==> src/rtl/n_bit_register_pkg.sv <==
// Shared constants and the address-width helper for the N-bit register file.
package n_bit_register_pkg;

    localparam int DEFAULT_N     = 8;
    localparam int DEFAULT_DEPTH = 8;

    // Smallest width that can encode every index 0..depth-1; never below 1.
    function automatic int addr_width(input int depth);
        int w;
        w = 1;
        while ((1 << w) < depth) begin
            w = w + 1;
        end
        return w;
    endfunction

endpackage

==> src/rtl/n_bit_register_read_port.sv <==
// One registered read port: entry select, write-first bypass, range check and output register.
module n_bit_register_read_port
    import n_bit_register_pkg::*;
#(
    parameter int N     = DEFAULT_N,
    parameter int DEPTH = DEFAULT_DEPTH,
    parameter int AW    = addr_width(DEPTH)
) (
    input  logic               clk,
    input  logic               rst,
    input  logic               clear,
    input  logic               rd_enable,
    input  logic [AW-1:0]      rd_addr,
    input  logic               wr_enable,
    input  logic [AW-1:0]      wr_addr,
    input  logic [N-1:0]       wr_data,
    input  logic [DEPTH*N-1:0] entries,
    output logic [N-1:0]       rd_data,
    output logic               rd_valid,
    output logic               range_error
);

    localparam logic [AW:0] DEPTH_V = (AW + 1)'(DEPTH);

    logic [N-1:0] stored;
    logic [N-1:0] next_data;
    logic         in_range;
    logic         hit;

    always_comb begin
        stored = '0;
        for (int i = 0; i < DEPTH; i++) begin
            if (rd_addr == AW'(i)) begin
                stored = entries[i*N +: N];
            end
        end
    end

    assign in_range = ({1'b0, rd_addr} < DEPTH_V);
    // An in-range read address equal to the write address implies an in-range write.
    assign hit      = wr_enable && (wr_addr == rd_addr);

    always_comb begin
        next_data = '0;
        if (!clear && in_range) begin
            next_data = hit ? wr_data : stored;
        end
    end

    assign range_error = rd_enable && !in_range;

    always_ff @(posedge clk or posedge rst) begin
        if (rst) begin
            rd_data  <= '0;
            rd_valid <= 1'b0;
        end else begin
            rd_valid <= rd_enable;
            if (rd_enable) begin
                rd_data <= next_data;
            end
        end
    end

endmodule

==> src/rtl/n_bit_register_file.sv <==
// Flip-flop register file with one write port, two independent registered read ports and error flag.
module n_bit_register_file
    import n_bit_register_pkg::*;
#(
    parameter int N       = DEFAULT_N,
    parameter int DEPTH   = DEFAULT_DEPTH,
    localparam int AW     = addr_width(DEPTH)
) (
    input  logic          in_clk,
    input  logic          in_res,
    input  logic          in_clear,
    input  logic          in_wr_enable,
    input  logic [AW-1:0] in_wr_addr,
    input  logic [N-1:0]  in_wr_data,
    input  logic          in_rd_enable_a,
    input  logic [AW-1:0] in_rd_addr_a,
    input  logic          in_rd_enable_b,
    input  logic [AW-1:0] in_rd_addr_b,
    output logic [N-1:0]  out_rd_data_a,
    output logic          out_rd_valid_a,
    output logic [N-1:0]  out_rd_data_b,
    output logic          out_rd_valid_b,
    output logic          out_addr_error
);

    localparam logic [AW:0] DEPTH_V = (AW + 1)'(DEPTH);

    logic [N-1:0]       mem [DEPTH];
    logic [DEPTH*N-1:0] entries;
    logic               wr_in_range;
    logic               wr_error;
    logic               err_a;
    logic               err_b;

    assign wr_in_range = ({1'b0, in_wr_addr} < DEPTH_V);
    assign wr_error    = in_wr_enable && !wr_in_range;

    always_ff @(posedge in_clk or posedge in_res) begin
        if (in_res) begin
            for (int i = 0; i < DEPTH; i++) begin
                mem[i] <= '0;
            end
        end else if (in_clear) begin
            for (int i = 0; i < DEPTH; i++) begin
                mem[i] <= '0;
            end
        end else if (in_wr_enable && wr_in_range) begin
            for (int i = 0; i < DEPTH; i++) begin
                if (in_wr_addr == AW'(i)) begin
                    mem[i] <= in_wr_data;
                end
            end
        end
    end

    always_comb begin
        entries = '0;
        for (int i = 0; i < DEPTH; i++) begin
            entries[i*N +: N] = mem[i];
        end
    end

    n_bit_register_read_port #(.N(N), .DEPTH(DEPTH), .AW(AW)) u_port_a (
        .clk         (in_clk),
        .rst         (in_res),
        .clear       (in_clear),
        .rd_enable   (in_rd_enable_a),
        .rd_addr     (in_rd_addr_a),
        .wr_enable   (in_wr_enable),
        .wr_addr     (in_wr_addr),
        .wr_data     (in_wr_data),
        .entries     (entries),
        .rd_data     (out_rd_data_a),
        .rd_valid    (out_rd_valid_a),
        .range_error (err_a)
    );

    n_bit_register_read_port #(.N(N), .DEPTH(DEPTH), .AW(AW)) u_port_b (
        .clk         (in_clk),
        .rst         (in_res),
        .clear       (in_clear),
        .rd_enable   (in_rd_enable_b),
        .rd_addr     (in_rd_addr_b),
        .wr_enable   (in_wr_enable),
        .wr_addr     (in_wr_addr),
        .wr_data     (in_wr_data),
        .entries     (entries),
        .rd_data     (out_rd_data_b),
        .rd_valid    (out_rd_valid_b),
        .range_error (err_b)
    );

    always_ff @(posedge in_clk or posedge in_res) begin
        if (in_res) begin
            out_addr_error <= 1'b0;
        end else begin
            out_addr_error <= wr_error || err_a || err_b;
        end
    end

endmodule
==> config.mk <==
export PLATFORM = sky130hd
export DESIGN_NAME = n_bit_register_file
export DESIGN_NICKNAME = d
export VERILOG_FILES = /design/src/rtl/n_bit_register_pkg.sv /design/src/rtl/n_bit_register_read_port.sv /design/src/rtl/n_bit_register_file.sv
export SDC_FILE = /design/constraint.sdc
export NUM_CORES = 1
export LEC_CHECK = 0
export CORE_ASPECT_RATIO = 1.1
export CORE_UTILIZATION = 30
export DETAILED_ROUTE_END_ITERATION = 6
export GPL_ROUTABILITY_DRIVEN = 0
export GPL_TIMING_DRIVEN = 1
export PLACE_DENSITY = 0.54
export SYNTH_ARGS = -nofsm -noshare
export SYNTH_HDL_FRONTEND = slang
export SYNTH_HIERARCHICAL = 1
export SYNTH_SLANG_ARGS = --single-unit
==> constraint.sdc <==
create_clock -name in_clk -period 5 [get_ports in_clk]
set_clock_uncertainty 0.2 [all_clocks]
set_input_delay 1 -clock in_clk [delete_from_list [all_inputs] [get_ports in_clk]]
set_output_delay 1 -clock in_clk [all_outputs]
set_load 0.01 [all_outputs]
==> impl.org <==
** Setup path
- For the worst setup path, the data arrival time is 3310 ps.
- Crit. End Element :: flop
- CP Data Required Time :: 5010 ps
- The largest individual stage delay along the critical path comes from the cell sky130_fd_sc_hd__clkdlybuf4s50_1.
- Setup Crit Path Kind :: in2reg
- Cell breakdown of the critical path :: clkdlybuf4s50_1, buf_4, mux4_1, mux2i_1, and3_1, o22ai_1
- Peak per-stage delay on the critical path :: 1050 ps
- The kind of cell with the highest combined delay along the critical path is buffers and inverters.
- STA classifies the critical path startpoint as an input port.
- Critical Path Fanout Max :: 15
- Buffering stage count on the worst path with inverters included :: 2

** Clock network
- The number of gates resized after CTS was 0.
- Number of buffers created by CTS :: 9
- TritonCTS clock tree :: yes
- After clock tree synthesis, the clock-pin slew on the worst setup and hold paths is 70 ps.
- In this run the post-CTS setup repair buffer count came out at 0.
- Clock latency at the later pin of the worst-skew pair :: 350 ps
- Sink count of the clock tree :: 83
- Total of hold buffers inserted after clock tree synthesis :: 0
- Root Driver :: sky130_fd_sc_hd__clkbuf_16
- In this run the deepest clock path goes through 2 buffers.
- Clock H-tree levels :: 3

** Synth
- Number of instances in the synthesized netlist :: 450
- Top cells by area in the synthesized netlist :: sky130_fd_sc_hd__dfrtp_1, sky130_fd_sc_hd__mux2i_1, sky130_fd_sc_hd__nand2b_1, sky130_fd_sc_hd__mux4_2, sky130_fd_sc_hd__mux4_1
- Fraction of post-synthesis cell area in the top cell type by area :: 0.412
- Yosys warning count :: 6
- Summing every instance area after synthesis gives just over 5000 um^2.
- The biggest area contributor in the post-synthesis netlist is sky130_fd_sc_hd__dfrtp_1.
- Synthesized Nets :: 473
- Sequential-to-total area share from yosys stat :: 0.412
- Total of flip-flops plus latches after synthesis :: 83
- A synthesized cell averages 11.2 um^2.
- Distinct cell type count of the synthesized netlist :: 41

** Timing
- The routed design could run at a clock period as short as 3290 ps.
- Worst slew margin relative to its limit :: 0.313
- Final Max Tran Viols :: 0
- RSZ-0062 raised after global routing :: no
- Share of the clock period used by the worst path :: 0.659
- In the post-route analysis, the smallest setup slack over all paths is 1710 ps.
- Hold violation total from the final report :: 0
- Max Clk Rate :: 304 MHz
- Setup violations remaining at the end of the flow were counted as 0.
- Post-route setup TNS :: 0 ps
- Transition time at the pin with the least slew margin :: 1030 ps

** Global routing
- Across every metal layer, demand over resource in global routing totals 0.165.
- The number of antenna violations at the first check in global routing came to 1.
- Number of global-route vias before repair :: between 3000 and 4000
- The first global-routing pass estimated roughly 21000 um of wire.
- Congestion Overflow GR :: 0
- Largest net degree at the start of global routing :: 41

** Flow run
- Reported max-cap violation count :: 0

** Floorplan
- From left edge to right edge, the die measures 126 um.
- Starting Density :: 0.308
- Vert. Die Dim :: 138 um
- In this run the standard cell core region covers 16400 um^2.
- Die area :: roughly 17000 um^2
- Row generation in the floorplan step produced 49 rows.
- I/O Pins :: 42

** Pwr
- Cell area power density :: 273 nW/um^2
- The worst-case IR drop observed on VDD is 135 uV.
- In this run the static leakage power is 0.00273 uW.

** Finish
- After routing the design area is about 5800 um^2.
- Layout cell share with drive strength beyond 1 :: 0.101
- Synthesis-to-layout area growth :: 15.4%
- Fill cells in the final layout number 1585.
- Number of inserted diodes :: 0
- The final layout contains approximately 490 nets.

** Placed design
- In this run the tool buffered the top-level ports with 41 buffer cells.
- Detailed placement HPWL :: 9020 um
- Placement-stage cell area :: 5520 um^2
- Timing analysis after detailed placement gives a worst setup slack of approximately 1300 ps.

** Drt
- In this run, the number of DRC markers left after iteration 0 of detailed routing was 280.
- Via count normalized by instance count :: about 5.2
- Post-detailed-route DRC marker count :: 9
- After detailed routing, the average wire length per cell comes to 20.0 um.
- Remaining number of nets flagged by the antenna check after routing :: 0
- The final layout contains routed wiring with a total length of 13600 um.
- Total number of vias :: 3549
- The first detailed-routing pass ran for 7 iterations.

** Outcome
- The checks that failed: DRC.
- The flow ran to the end, but the final reports show violations.

** Min path
- In this run the worst hold path is classified as reg2reg.
==> where the power goes <==
| part | total [uW] | leakage (uW) | internal, uW | switching [uW] |
|---|---|---|---|---|
| sequential | 704 | 0.00114 | 690 | 13.4 |
| clock | 681 | 0.000134 | 389 | 291 |
| combinational | 207 | 0.00146 | 92.3 | 115 |
==> worst reg2reg max path, cell delays in order, from the launching register on <==
cell and delay (ps):
sky130_fd_sc_hd__dfrtp_1 390, sky130_fd_sc_hd__mux4_1 510, sky130_fd_sc_hd__mux2i_1 140, sky130_fd_sc_hd__nand2_1 130, sky130_fd_sc_hd__o211ai_1 140, sky130_fd_sc_hd__o21ai_1 100
==> synthesized netlist by cell type <==
| library cell | instances |
|---|---|
| sky130_fd_sc_hd__a21oi_1 | 2 |
| sky130_fd_sc_hd__a2bb2oi_1 | 4 |
| sky130_fd_sc_hd__a32oi_1 | 4 |
| sky130_fd_sc_hd__a41oi_1 | 4 |
| sky130_fd_sc_hd__and3_1 | 6 |
| sky130_fd_sc_hd__and3b_1 | 4 |
| sky130_fd_sc_hd__and4_2 | 1 |
| sky130_fd_sc_hd__buf_1 | 2 |
| sky130_fd_sc_hd__buf_2 | 12 |
| sky130_fd_sc_hd__buf_4 | 6 |
| sky130_fd_sc_hd__buf_6 | 5 |
| sky130_fd_sc_hd__buf_8 | 2 |
| sky130_fd_sc_hd__clkbuf_1 | 16 |
| sky130_fd_sc_hd__conb_1 | 2 |
| sky130_fd_sc_hd__dfrtp_1 | 83 |
| sky130_fd_sc_hd__inv_1 | 19 |
| sky130_fd_sc_hd__mux2i_1 | 84 |
| sky130_fd_sc_hd__mux4_1 | 8 |
| sky130_fd_sc_hd__mux4_2 | 10 |
| sky130_fd_sc_hd__nand2_1 | 18 |
| sky130_fd_sc_hd__nand2b_1 | 76 |
| sky130_fd_sc_hd__nand3_1 | 4 |
| sky130_fd_sc_hd__nand3b_1 | 2 |
| sky130_fd_sc_hd__nand4_2 | 2 |
| sky130_fd_sc_hd__nand4b_1 | 7 |
| sky130_fd_sc_hd__nand4bb_1 | 3 |
| sky130_fd_sc_hd__nor2b_1 | 4 |
| sky130_fd_sc_hd__nor2b_4 | 2 |
| sky130_fd_sc_hd__nor3_1 | 4 |
| sky130_fd_sc_hd__o211ai_1 | 6 |
| sky130_fd_sc_hd__o211ai_2 | 2 |
| sky130_fd_sc_hd__o21a_1 | 2 |
| sky130_fd_sc_hd__o21ai_0 | 16 |
| sky130_fd_sc_hd__o21ai_1 | 4 |
| sky130_fd_sc_hd__o21ai_2 | 2 |
| sky130_fd_sc_hd__o22ai_1 | 10 |
| sky130_fd_sc_hd__o2bb2ai_1 | 4 |
| sky130_fd_sc_hd__or2_2 | 1 |
| sky130_fd_sc_hd__or4b_1 | 1 |
| sky130_fd_sc_hd__xnor2_1 | 4 |
| sky130_fd_sc_hd__xnor2_2 | 2 |
==> layout by cell type, fill, tap and decap left out, types with 6 or more instances in the layout <==
| cell type | netlist | routed |
|---|---|---|
| sky130_fd_sc_hd__mux2i_1 | 84 | 84 |
| sky130_fd_sc_hd__dfrtp_1 | 83 | 83 |
| sky130_fd_sc_hd__nand2b_1 | 76 | 76 |
| sky130_fd_sc_hd__clkdlybuf4s50_1 | 0 | 41 |
| sky130_fd_sc_hd__inv_1 | 19 | 18 |
| sky130_fd_sc_hd__nand2_1 | 18 | 18 |
| sky130_fd_sc_hd__o21ai_0 | 16 | 16 |
| sky130_fd_sc_hd__mux4_2 | 10 | 10 |
| sky130_fd_sc_hd__o22ai_1 | 10 | 10 |
| sky130_fd_sc_hd__clkbuf_16 | 0 | 9 |
| sky130_fd_sc_hd__buf_4 | 6 | 9 |
| sky130_fd_sc_hd__mux4_1 | 8 | 8 |
| sky130_fd_sc_hd__nand4b_1 | 7 | 7 |
| sky130_fd_sc_hd__o211ai_1 | 6 | 6 |
| sky130_fd_sc_hd__and3_1 | 6 | 6 |
==> metrics by stage <==
stage / utilization / hold slack [ps] / total power [uW] / cells
2_1_floorplan: - / 319 / 847 / 450
3_3_place_gp: 0.337 / 298 / 923 / 661
3_5_place_dp: 0.337 / 304 / 925 / 661
4_1_cts: 0.356 / 320 / 1610 / 677
5_1_grt: 0.356 / 332 / 1660 / 677
6_report: 0.356 / 312 / 1590 / 677
==> metal layers <==
metal  global-route usage  vias to the layer above  routed length (um)
met4               0.0705                        2                 310
li1                     -                     1635                   -
met3               0.0247                       18                 577
met2                0.271                       94                6330
met5                    0                        -                  12
met1                0.219                     1800                6320
==> final cells by class <==
type                       count  area, um^2  area share
clock inverter                 7        77.6      0.0133
inverter                      19        71.3      0.0123
multi-input combinational    305        2640       0.453
sequential                    83        2080       0.357
clock buffer                   9         225      0.0387
timing repair buffer          50         478      0.0821
tap                          204         255      0.0439
==> final timing paths <==
| check | to | slack (ps) | cells past startpoint | start |
|---|---|---|---|---|
| max | u_port_b/rd_data[2]$_DFFE_PP0P_ | 1710 | 6 | in_rd_addr_b[0] |
| min reg2reg | u_port_b/rd_data[7]$_DFFE_PP0P_ | 310 | 2 | u_port_b/rd_data[7]$_DFFE_PP0P_ |
| max reg2reg | u_port_b/rd_data[7]$_DFFE_PP0P_ | 3270 | 5 | entries[23]$_DFFE_PP0P_ |
| max in group asynchronous | entries[25]$_DFFE_PP0P_ | 2670 | 3 | in_res |
| min in group asynchronous | u_port_b/rd_data[7]$_DFFE_PP0P_ | 790 | 2 | in_res |
| min | u_port_b/rd_data[7]$_DFFE_PP0P_ | 310 | 2 | u_port_b/rd_data[7]$_DFFE_PP0P_ |
==> state kept, by name, indices dropped and copies added, names as in the netlist <==
name               cells
entries               64
u_port_a/rd_data       8
u_port_b/rd_data       8
out_addr_error         1
u_port_a/rd_valid      1
u_port_b/rd_valid      1
==> kinds of logic after synthesis <==
family | synth area share
AOI/OAI and AO/OA | 0.0824
xor gates and xnor gates | 0.0134
buffers and inverters | 0.0655
DFF | 0.412
muxes | 0.253
other | 0.00149
and+or+nand+nor | 0.172
(Power assumes the default switching activity.)
